### config.mk
export PLATFORM = sky130hd
export DESIGN_NAME = complete_arbiter
export DESIGN_NICKNAME = d
export VERILOG_FILES = /design/src/rtl/complete_arbiter.sv
export SDC_FILE = /design/constraint.sdc
export NUM_CORES = 1
export LEC_CHECK = 0
export CELL_PAD_IN_SITES_DETAIL_PLACEMENT = 2
export CELL_PAD_IN_SITES_GLOBAL_PLACEMENT = 2
export CORE_UTILIZATION = 24
export CTS_CLUSTER_SIZE = 12
export DETAILED_ROUTE_END_ITERATION = 7
export PLACE_DENSITY_LB_ADDON = 0.2
export SLEW_MARGIN = 20
export SYNTH_ARGS = -nofsm -noshare
export SYNTH_HDL_FRONTEND = slang
export SYNTH_SLANG_ARGS = --single-unit
### constraint.sdc
create_clock -name clk -period 3.2 [get_ports clk]
set_input_delay 0.32 -clock clk [delete_from_list [all_inputs] [get_ports clk]]
set_output_delay 0.32 -clock clk [all_outputs]
set_load 0.02 [all_outputs]
### src/rtl/complete_arbiter.sv
// Round-robin arbiter that shares the single completion/writeback broadcast
// between the execute pipes. Winner fields are registered one cycle later.

module complete_arbiter_lane #(
  parameter int W = 8
) (
  input  logic         gnt,
  input  logic [W-1:0] din,
  output logic [W-1:0] dout
);
  // AND-OR mux slice: only the granted lane contributes to the OR-reduction.
  assign dout = din & {W{gnt}};
endmodule

module complete_arbiter #(
  parameter  int p_num_pipes      = 2,
  parameter  int p_seq_num_bits   = 5,
  parameter  int p_num_phys_regs  = 36,
  localparam int p_phys_addr_bits = $clog2(p_num_phys_regs)
) (
  input  logic                                           clk,
  input  logic                                           rst,
  input  logic [p_num_pipes-1:0]                         req_val,
  output logic [p_num_pipes-1:0]                         req_rdy,
  input  logic [p_num_pipes-1:0][p_seq_num_bits-1:0]     req_seq_num,
  input  logic [p_num_pipes-1:0][p_phys_addr_bits-1:0]   req_preg,
  input  logic [p_num_pipes-1:0][4:0]                    req_waddr,
  input  logic [p_num_pipes-1:0][31:0]                   req_wdata,
  input  logic [p_num_pipes-1:0]                         req_wen,
  output logic                                           complete_val,
  output logic [p_seq_num_bits-1:0]                      complete_seq_num,
  output logic [p_phys_addr_bits-1:0]                    complete_preg,
  output logic [4:0]                                     complete_waddr,
  output logic [31:0]                                    complete_wdata,
  output logic                                           complete_wen
);

  localparam int PTR_W = (p_num_pipes > 1) ? $clog2(p_num_pipes) : 1;
  localparam int PW    = p_seq_num_bits + p_phys_addr_bits + 5 + 32 + 1;

  logic [PTR_W-1:0]                ptr;
  logic [PTR_W-1:0]                win;
  logic                            found;
  logic                            xfer;
  int                              target;
  logic [p_num_pipes-1:0][PW-1:0]  payload;
  logic [p_num_pipes-1:0][PW-1:0]  masked;
  logic [PW-1:0]                   sel;

  // Scan priority slots k = 0..N-1; slot k maps to pipe (ptr+k) mod N.
  // Constant lane indices only, so the pointer never drives a variable index.
  always_comb begin
    req_rdy = '0;
    win     = '0;
    found   = 1'b0;
    target  = 0;
    for (int k = 0; k < p_num_pipes; k++) begin
      target = int'(ptr) + k;
      if (target >= p_num_pipes) target = target - p_num_pipes;
      for (int i = 0; i < p_num_pipes; i++) begin
        if (!found && req_val[i] && (i == target)) begin
          found      = 1'b1;
          req_rdy[i] = 1'b1;
          win        = PTR_W'(i);
        end
      end
    end
    if (rst) req_rdy = '0;
  end

  assign xfer = |req_rdy;

  for (genvar g = 0; g < p_num_pipes; g++) begin : g_payload
    assign payload[g] = {req_seq_num[g], req_preg[g], req_waddr[g], req_wdata[g], req_wen[g]};
  end

  complete_arbiter_lane #(.W(PW)) u_lane [p_num_pipes-1:0] (
    .gnt  (req_rdy),
    .din  (payload),
    .dout (masked)
  );

  always_comb begin
    sel = '0;
    for (int i = 0; i < p_num_pipes; i++) sel = sel | masked[i];
  end

  always_ff @(posedge clk) begin
    if (rst) begin
      ptr          <= '0;
      complete_val <= 1'b0;
      complete_wen <= 1'b0;
    end else begin
      complete_val <= xfer;
      complete_wen <= xfer & sel[0];
      if (xfer) ptr <= (win == PTR_W'(p_num_pipes - 1)) ? '0 : win + PTR_W'(1);
    end
  end

  // Data fields carry no reset; they are only meaningful with complete_val.
  always_ff @(posedge clk) begin
    {complete_seq_num, complete_preg, complete_waddr, complete_wdata} <= sel[PW-1:1];
  end

endmodule

* Word-level counts from Yosys, hierarchy flattened *
Cells that the tools add are included.

word-level totals
  register bits after elaboration = 51
  latch bits = 0
  bits in writable memories = 0
  memory bits (read-only) = 0
  bits of input ports = 102
  output and inout bits = 52
  logic and storage cells = 44
  memories = 0

cells by class
  $add $sub $neg = 4
  multiply operators = 0
  divide/modulo/power cells = 0
  order comparisons = 2
  equality and inequality tests = 2
  shift-type cells = 0
  muxes and demuxes = 12
  bitwise gates (word level) = 4
  reductions and logical operators = 13

operators by type and width
  operator                                                                number
  49-bit AND                                                              2
  2-bit by 32-bit == test with 1-bit output (first input constant)        2
  32-bit logical NOT                                                      2
  32-bit 2-to-1 mux                                                       2
  49-bit OR                                                               1
  1-bit 2-to-1 mux                                                        9
  1-bit logical AND                                                       7
  1-bit logical NOT                                                       3
  1-bit by 2-bit subtractor with 3-bit output (second input constant)     1
  2-bit by 2-bit subtractor with 3-bit output (second input constant)     1
  1-bit by 1-bit adder with 2-bit output (second input constant)          1
  1-bit by 2-bit >= comparator with 1-bit output (second input constant)  1
  2-bit >= comparator (second input constant)                             1
  2-bit 2-to-1 mux                                                        1
  2-bit OR reduction                                                      1
  1-bit adder (second input constant)                                     1
  1-bit AND                                                               1

* Longest topological paths before layout *
Gate-level depths: netlist of run 1.

  word-level depth = 21
  mapped depth = 5
  depth with buffers taken out = 2

* Modules after synthesis *
A second synthesis of run 1 with hierarchy kept.

unflattened totals
  cells, all modules = 216
  area, all modules = 2,107.0 um^2

modules (own cells, without submodules)
  module                 times used  cells each  area each (um^2)  seq. area each (um^2)
  complete_arbiter       1           108         1,378.8           1,021.0
  complete_arbiter_lane  2           54          364.1             0.0

* Worst setup path before layout of run 1 *
Ideal clock, no wire load.

  kind = input to output
  start point = input port req_val[0]
  end point = output port req_rdy[0]
  arrival time = 0.986 ns
  required time = 2.880 ns
  path slack = 1.894 ns
  stages on the path = 5
  path buffers = 3
  cells stage by stage = a21bo_1 buf_2 buf_6 nor2_1 buf_4

between the ends
  cells in the longest elaborated chain, start to end = 11

ends and longest elaborated chain
  element                         line  text
  from (decl)                     23    input logic [p_num_pipes-1:0] req_val,
  1-bit logical AND               61    if (!found && req_val[i] && (i == target)) begin
  1-bit 2-to-1 mux                61
  1-bit logical NOT               61
  1-bit logical AND (2 in a row)  61
  1-bit 2-to-1 mux                61
  1-bit logical NOT               61
  1-bit logical AND (2 in a row)  61
  1-bit 2-to-1 mux *              61
  2-bit 2-to-1 mux *              68    if (rst) req_rdy = '0;
  to (decl)                       24    output logic [p_num_pipes-1:0] req_rdy,

Mark *: on every way between the ends. The rest lies on a longest branch, timed or not.

* Worst setup path after layout of run 1 *
Same ends and word-level chain as after synthesis.

==> summary.txt, run 1 <==
Outcome
  • Status: complete, no violations

Timing
  • Hold Fails Final Rpt: 0
  • Clk_skew: between 0.005 and 0.006 ns
  • Setup_tns: 0 ns
  • # setup viols final: 0
  • Worst-Margin Slew: 0.881 ns
  • Fmax: 483 MHz
  • Final Max Tran Viols: 0
  • RSZ-0062 raised after global routing: no
  • Final worst-path cycle share: 0.646
  • Tmin final: 2.07 ns
  • Slew Limit Headroom: 0.412

Floorplan
  • Std cell rows: 38
  • Core Region: 0.0110 mm²
  • Die Width: 109 µm
  • DIE HEIGHT: 109 µm
  • Die area: 0.0118 mm²
  • Initial core utilization: 0.249
  • Top Ports: 154

Yosys
  • Seq/Total Area, Yosys: 0.374
  • Post-Syn Area: 0.00273 mm²
  • Avg Inst Size Synth: around 12 µm²
  • Yosys cell types: 17
  • Yosys reg bits: 51
  • Cells after Synth: 237
  • Syn_nets: 339
  • YS warnings: 0

Critical path
  • Kind of critical path: in2out
  • Data arrival, critical path: approximately 1.8 ns
  • Crit-path max FO: 3
  • Slowest-stage cell, CP: clkdlybuf4s50_1
  • CP max stage delay: 0.61 ns
  • Critical Path Start Type: input port
  • CP required: 2.88 ns
  • Worst setup EP type: primary output
  • CP cell instances: clkdlybuf4s50_1 > a21bo_2 > nor2_1 > clkdlybuf4s50_1
  • CP dominant cell by count: clkdlybuf4s50_1

Finish
  • Layout cells sized above 1: 0.173
  • Area delta synth->final: 59.6%
  • Layout Utilization: 0.397
  • Final cell count without fillers: 511
  • Design area: 0.00436 mm²
  • Final nets: roughly 470
  • Antenna Cells: 0

Power and ir drop
  • Total power: around 0.0017 W
  • Peak supply drop: roughly 0.21 mV
  • Comb pwr share: 0.276
  • Net Sw Frac: 0.269
  • Clk pwr share: 0.320
  • Pwr dens: 392 mW/mm²
  • Internal power: around 0.0012 W
  • Switching power: 0.000460 W
  • Sequential share of power: 0.404
  • Leak pwr: 1.49 nW

Clock network
  • Clock-pin transition on the worst setup and hold timing paths: 0.07 ns
  • H-tree depth: 2
  • Root Buffer: clkbuf_16
  • CTS max path bufs: 2
  • # Post-CTS Setup Buffers: 0
  • Clk_lat worst skew: 0.29 ns
  • Sink Count: 51
  • Post-CTS Hold Buffers: 0
  • Total CTS buffers: 5
  • Cts repair resizes: 0
  • CTS tree: built

Place
  • Number of buffers added on ports: between 150 and 200
  • Gpl congestion: roughly 0.67
  • Placed Cells incl. Taps: a little over 500
  • Placed cell area: about 0.0042 mm²
  • Dpl hpwl: 5780 µm

Global route
  • Remaining Overflow, GRT: 0
  • Vias in the first global route: 2565
  • Initial antenna violation count: 0
  • First-pass GRT wire length: roughly 13000 µm
  • GRT Util Overall: 0.148
  • Largest net degree at the start of global routing: 89

Detailed routing
  • Via density: 4.56
  • Initial DRT Pass Iterations: 4
  • Vias: 2332
  • Residual DRC count: 0
  • Post-route ant nets: 0
  • DR WL/cell: 16.8 µm
  • Drt total wl: 8570 µm
  • Initial drt markers: 45

Worst hold path
  • Hold WC Path Type: in2reg

Run
  • Maxcap violations: 0
-- routing by layer --
| metal | track usage | part of all wire | vias to the layer above |
|---|---|---|---|
| met5 | 0 | 0 | - |
| met4 | 0.0347 | 0.0099 | 0 |
| met3 | 0.0634 | 0.10 | 8 |
| met2 | 0.257 | 0.48 | 99 |
| met1 | 0.167 | 0.41 | 1129 |
| li1 | - | - | 1096 |
-- placed cells by master, fill, tap and decap left out --
cell and n:
o21ba_2 1, clkbuf_16 5, nand2b_1 98, nor2b_4 1
clkbuf_8 1, clkdlybuf4s50_1 152, nor3_1 1, nor2b_1 1
o32ai_1 1, inv_2 1, nor2_1 3, buf_4 4
buf_2 1, a21bo_2 1, o32ai_2 48, clkinv_2 1
dfxtp_1 51
-- final cells by class --
class / instances / area [µm²]
well taps: 140 / 175
inverters: 1 / 3.75
clock inverters: 1 / 5.00
repair buffers: 157 / 1560
fillers: 1191 / 6620
flip-flops and latches: 51 / 1020
clock buffers: 6 / 139
multi-input cells: 155 / 1460
-- cell usage after synthesis (all sizes together) --
cell    instances  share of area
dfxtp          51           0.37
nor2b           2         0.0073
o32ai          49           0.29
inv             1         0.0014
buf            20          0.077
o21ba           1         0.0037
clkbuf         10          0.014
a21bo           1         0.0037
nor3            1         0.0018
nor2            3         0.0041
nand2b         98           0.22
-- sequential cells by signal, indices dropped and copies added (netlist names) --
signal,count
complete_preg,6
complete_seq_num,5
complete_wdata,32
complete_val,1
complete_waddr,5
ptr,1
complete_wen,1
-- kinds of logic after synthesis --
group | count (synthesis) | share of synthesized area
and+or+nand+nor | 104 | 0.238
AOI/OAI and AO/OA | 51 | 0.296
buffers and inverters | 31 | 0.0921
DFF | 51 | 0.374
-- metrics by stage --
step | worst slack, ns | hold slack (ns)
floorplan | 1.89 | 0.436
global placement | 1.14 | 0.701
detailed placement | 1.12 | 0.688
CTS | 1.12 | 0.527
global route | 1.07 | 0.562
finish | 1.13 | 0.519
-- final timing paths --
check,startpoint,endpoint,slack [ns],depth (start not counted)
worst max-delay path,req_val[0],req_rdy[0],1.13,4
worst min-delay path,rst,complete_wdata[27],0.52,3
worst max register to register,ptr,complete_wdata[8],1.63,3
worst min register to register,ptr,ptr,0.71,2
-- power groups by stage --
stage / clock (W) / sequential, W / combinational (W)
2_1_floorplan: 0 / 0.000760 / 0.000204
3_3_place_gp: 0 / 0.000704 / 0.000473
3_5_place_dp: 0 / 0.000705 / 0.000479
4_1_cts: 0.000579 / 0.000690 / 0.000481
5_1_grt: 0.000601 / 0.000693 / 0.000507
6_report: 0.000546 / 0.000690 / 0.000471
-- worst max-delay path: cells and delay by family --
kind | cells | cell delay (ns)
buffers and inverters | 2 | 1.11
AO/OA/AOI/OAI | 1 | 0.24
AND/OR/NAND/NOR | 1 | 0.08
(Power assumes the default switching activity.)
==> run 2: changes to the inputs <==
CORE_UTILIZATION = 22   (was 24)
clock period = 2.09 ns   (was 3.2 ns; I/O delays follow)
==> run 2 against run 1 <==
Non-clock buffer count is 1 higher. Largest cell class unchanged. Via count shrank 0.43%. Final cell count up 5.9%. Worst setup slack worse by 0.95 ns. Highest routed layer unchanged. Clock power grew 60%. Largest power group unchanged. Critical path type unchanged.
==> summary.txt, run 2 (synthesis results as in run 1) <==
Power and ir drop
  • Leak pwr: 1.51 nW
  • Pwr dens: 599 mW/mm²
  • Peak supply drop: 0.383 mV
  • Total power: 0.00267 W

Global route
  • Remaining Overflow, GRT: 0
  • First-pass GRT wire length: approximately 14000 µm
  • Initial antenna violation count: 0
  • GRT Util Overall: 0.137
  • Largest net degree at the start of global routing: 67
  • Vias in the first global route: 2550

Clock network
  • Total CTS buffers: 5
  • Clock-pin transition on the worst setup and hold timing paths: 0.07 ns
  • Post-CTS Hold Buffers: 0
  • Root Buffer: clkbuf_16
  • CTS tree: built
  • # Post-CTS Setup Buffers: 0
  • Cts repair resizes: 0
  • Clk_lat worst skew: a little under 0.3 ns
  • CTS max path bufs: 2
  • H-tree depth: 2
  • Sink Count: between 50 and 60

Floorplan
  • Std cell rows: 40
  • Core Region: 0.0121 mm²
  • Initial core utilization: 0.226
  • DIE HEIGHT: 113 µm
  • Die Width: 113 µm
  • Top Ports: about 150
  • Die area: 0.0129 mm²

Critical path
  • Worst setup EP type: primary output
  • Kind of critical path: in2out
  • R2r startpoint: ptr
  • Path depth of the worst reg2reg path: 3
  • R2R Path End: complete_wdata[1]
  • CP required: 1.88 ns
  • R2R Setup Slk: 0.89 ns
  • Data arrival, critical path: around 1.7 ns
  • Critical Path Start Type: input port
  • Crit-path max FO: 3

Finish
  • Most frequent cells in the layout: clkdlybuf4s50_1 (152), nand2b_1 (98), dfxtp_1 (51)
  • Number of flip-flops in the largest register: 32
  • Area delta synth->final: 63.0%
  • Most common cell after layout, fill and taps aside: clkdlybuf4s50_1
  • Design area: roughly 0.0045 mm²
  • Final nets: 474
  • Antenna Cells: 0
  • Layout cells sized above 1: 0.174

Worst hold path
  • Hold WC Path Type: in2reg
  • Hold depth: 2
  • Worst Hold End: complete_val
  • Beginning of the worst hold path: rst

Run
  • Maxcap violations: 0

Place
  • Gpl congestion: ~0.64
  • Number of buffers added on ports: 153
  • Placed cell area: between 0.004 and 0.005 mm²
  • Dpl hpwl: 5880 µm

Timing
  • # setup viols final: 0
  • Fmax: 524 MHz
  • RSZ-0062 raised after global routing: no
  • Final worst-path cycle share: 0.912
  • Worst-Margin Slew: 0.489 ns
  • Slew Limit Headroom: 0.674
  • Setup_tns: 0 ns
  • Hold Fails Final Rpt: 0
  • Tmin final: 1.91 ns
  • Final Max Tran Viols: 0
  • Clk_skew: 0.00573 ns

Detailed routing
  • Initial DRT Pass Iterations: 4
  • Drt total wl: 8750 µm
  • Initial drt markers: 68
  • Post-route ant nets: 0
  • DR WL/cell: 16.2 µm
  • Residual DRC count: 0
  • Vias: 2322
  • Via density: 4.29

Outcome
  • Status: complete, no violations
[run 2: final cells by class]
cell class                      instances  area, µm²
Fill cell                            1289       7610
Timing Repair Buffer                  158       1600
Multi-Input combinational cell        155       1460
Sequential cell                        51       1020
Tap cell                              168        210
Clock buffer                            8        156
Inverter                                1       3.75
[run 2: how the worst max path moves through the flow]
stage               start         end  slack (ns)
2_1_floorplan         ptr  req_rdy[0]        0.91
3_3_place_gp   req_val[1]  req_rdy[1]        0.19
3_5_place_dp   req_val[1]  req_rdy[1]        0.18
4_1_cts        req_val[0]  req_rdy[0]        0.17
5_1_grt        req_val[1]  req_rdy[1]        0.14
6_report       req_val[0]  req_rdy[0]        0.18
[run 2: critical path, stage by stage]
cell and delay, ns:
clkdlybuf4s50_1 0.50, a21bo_2 0.26, nor2_1 0.11, clkdlybuf4s50_1 0.61
[run 2: power breakdown]
| group | internal (W) | switching, W | total (W) |
|---|---|---|---|
| combinational | 0.000413 | 0.000323 | 0.000735 |
| sequential | 0.00104 | 0.0000185 | 0.00106 |
| clock | 0.000511 | 0.000363 | 0.000875 |
| total | 0.00196 | 0.000704 | 0.00267 |
[run 2: metal layers]
layer | global-route usage | up-vias | wire, µm
li1 | - | 1104 | -
met1 | 0.158 | 1138 | 3510
met2 | 0.253 | 78 | 4690
met3 | 0.0377 | 2 | 521
met4 | 0.0281 | 0 | 34
met5 | 0 | - | 0
[run 2: per-stage QoR]
step	hold slack (ns)	setup WS, ns	std cells	utilization
6_report	0.197	0.183	541	0.369
5_1_grt	0.212	0.135	541	0.369
4_1_cts	0.201	0.174	541	0.369
3_5_place_dp	0.510	0.180	533	0.356
3_3_place_gp	0.510	0.189	533	0.356
2_1_floorplan	0.325	0.907	237	-
==> run 3: changes to the inputs <==
TNS_END_PERCENT = 20   (was default)
clock period = 1.8 ns   (was 2.09 ns; I/O delays follow)
==> run 3 against run 2 <==
Clock power rose by 19%. Register-to-register slack worse by 0.46 ns. Final cell count is 1.3% higher. Final area grew 0.73%. Clock-buffer cell count is 1 lower. Via count increased by 1.7%. Sequential share of layout area decreased by 0.17 points.
==> summary.txt, run 3 (synthesis results as in run 1) <==
Outcome
  • Status: complete, no violations

Timing
  • Fmax: 660 MHz
  • Tmin final: 1.52 ns
  • # setup viols final: 0
  • Clk_skew: around 0.0084 ns
  • Slew Limit Headroom: 0.593
  • Worst-Margin Slew: approximately 0.61 ns
  • RSZ-0062 raised after global routing: no
  • Hold Fails Final Rpt: 0
  • Final Max Tran Viols: 0
  • Final worst-path cycle share: 0.842
  • Setup_tns: 0 ns

Global route
  • GRT Util Overall: 0.142
  • Largest net degree at the start of global routing: 82
  • Vias in the first global route: 2638
  • First-pass GRT wire length: 14000 µm
  • Initial antenna violation count: 0
  • Remaining Overflow, GRT: 0

Worst hold path
  • Hold WC Path Type: in2reg

Run
  • Maxcap violations: 0

Power and ir drop
  • Leak pwr: 1.55 nW
  • Pwr dens: 698 mW/mm²
  • Peak supply drop: 0.321 mV

Finish
  • Design area: 0.00448 mm²
  • Antenna Cells: 0
  • Most common cell after layout, fill and taps aside: clkdlybuf4s50_1
  • Area delta synth->final: 64.2%
  • Layout cells sized above 1: 0.192
  • Number of flip-flops in the largest register: 32
  • Most frequent cells in the layout: clkdlybuf4s50_1 (150), nand2b_1 (98), dfxtp_1 (51)
  • Final nets: 481

Place
  • Number of buffers added on ports: 153
  • Dpl hpwl: 6230 µm
  • Gpl congestion: 0.666
  • Placed cell area: 0.00432 mm²

Critical path
  • R2R Setup Slk: 0.43 ns
  • Data arrival, critical path: 1.34 ns
  • Worst setup EP type: primary output
  • CP required: 1.62 ns
  • Kind of critical path: in2out
  • Crit-path max FO: 3
  • Critical Path Start Type: input port

Clock network
  • Sink Count: 51
  • H-tree depth: 2
  • Total CTS buffers: 5
  • Root Buffer: clkbuf_16
  • CTS max path bufs: 2
  • CTS tree: built
  • Clk_lat worst skew: a little under 0.3 ns
  • # Post-CTS Setup Buffers: 0
  • Clock-pin transition on the worst setup and hold timing paths: 0.07 ns

Detailed routing
  • Via density: roughly 4.3
  • Vias: 2361
  • Drt total wl: slightly below 9000 µm
  • Initial drt markers: 41
  • Initial DRT Pass Iterations: 4
  • Residual DRC count: 0
  • Post-route ant nets: 0
  • DR WL/cell: 16.2 µm

Floorplan
  • Initial core utilization: 0.226
  • Die area: 0.0129 mm²
  • Die Width: 113 µm
  • Core Region: 0.0121 mm²
  • DIE HEIGHT: 113 µm
  • Std cell rows: 40
  • Top Ports: 154
[run 3: path summary, 6_finish.rpt]
path | from | endpoint | cells past startpoint
worst max-delay path | req_val[0] | req_rdy[0] | 4
worst min-delay path | rst | ptr | 3
worst max register to register | ptr | complete_wdata[2] | 4
worst min register to register | ptr | ptr | 2
[run 3: area by class of cell]
| cell class | instances | area, µm² |
|---|---|---|
| Fill cell | 1313 | 7580 |
| Timing Repair Buffer | 165 | 1630 |
| Multi-Input combinational cell | 155 | 1460 |
| Sequential cell | 51 | 1020 |
| Tap cell | 168 | 210 |
| Clock buffer | 7 | 153 |
| Clock inverter | 1 | 7.51 |
| Inverter | 1 | 3.75 |
[run 3: critical path: stages]
cell,delay [ns]
clkdlybuf4s50_1,0.50
a21bo_2,0.24
nor2_1,0.08
dlygate4sd2_1,0.34
[run 3: routing by layer]
metal / wire length [µm] / GRT usage / part of all wire
met3: 444 / 0.0345 / 0.050
met1: 3700 / 0.164 / 0.42
met4: 90 / 0.0342 / 0.010
met5: 0 / 0 / 0
met2: 4670 / 0.263 / 0.52
[run 3: stage by stage]
stage | total power, W | util | hold WS, ns | cells | worst slack, ns
floorplan | 0.00171 | - | 0.296 | 237 | 0.646
global placement | 0.00211 | 0.358 | 0.688 | 540 | 0.0000198
detailed placement | 0.00213 | 0.358 | 0.683 | 540 | 0.00787
CTS | 0.00320 | 0.372 | 0.413 | 548 | 0.0198
global route | 0.00330 | 0.372 | 0.440 | 548 | 0.201
finish | 0.00313 | 0.372 | 0.404 | 548 | 0.284
[run 3: power breakdown]
| group | switching (W) | internal [W] |
|---|---|---|
| Sequential | 0.0000224 | 0.00121 |
| Clock | 0.000451 | 0.000593 |
| Combinational | 0.000375 | 0.000482 |
| Total | 0.000849 | 0.00228 |
[run 3: what timing repair did]
action                                  4_1_cts  5_1_grt
resized for setup                             1        1
endpoints found under the hold margin         0        0
hold buffers                                  0        0
endpoints found under the setup margin        1        1
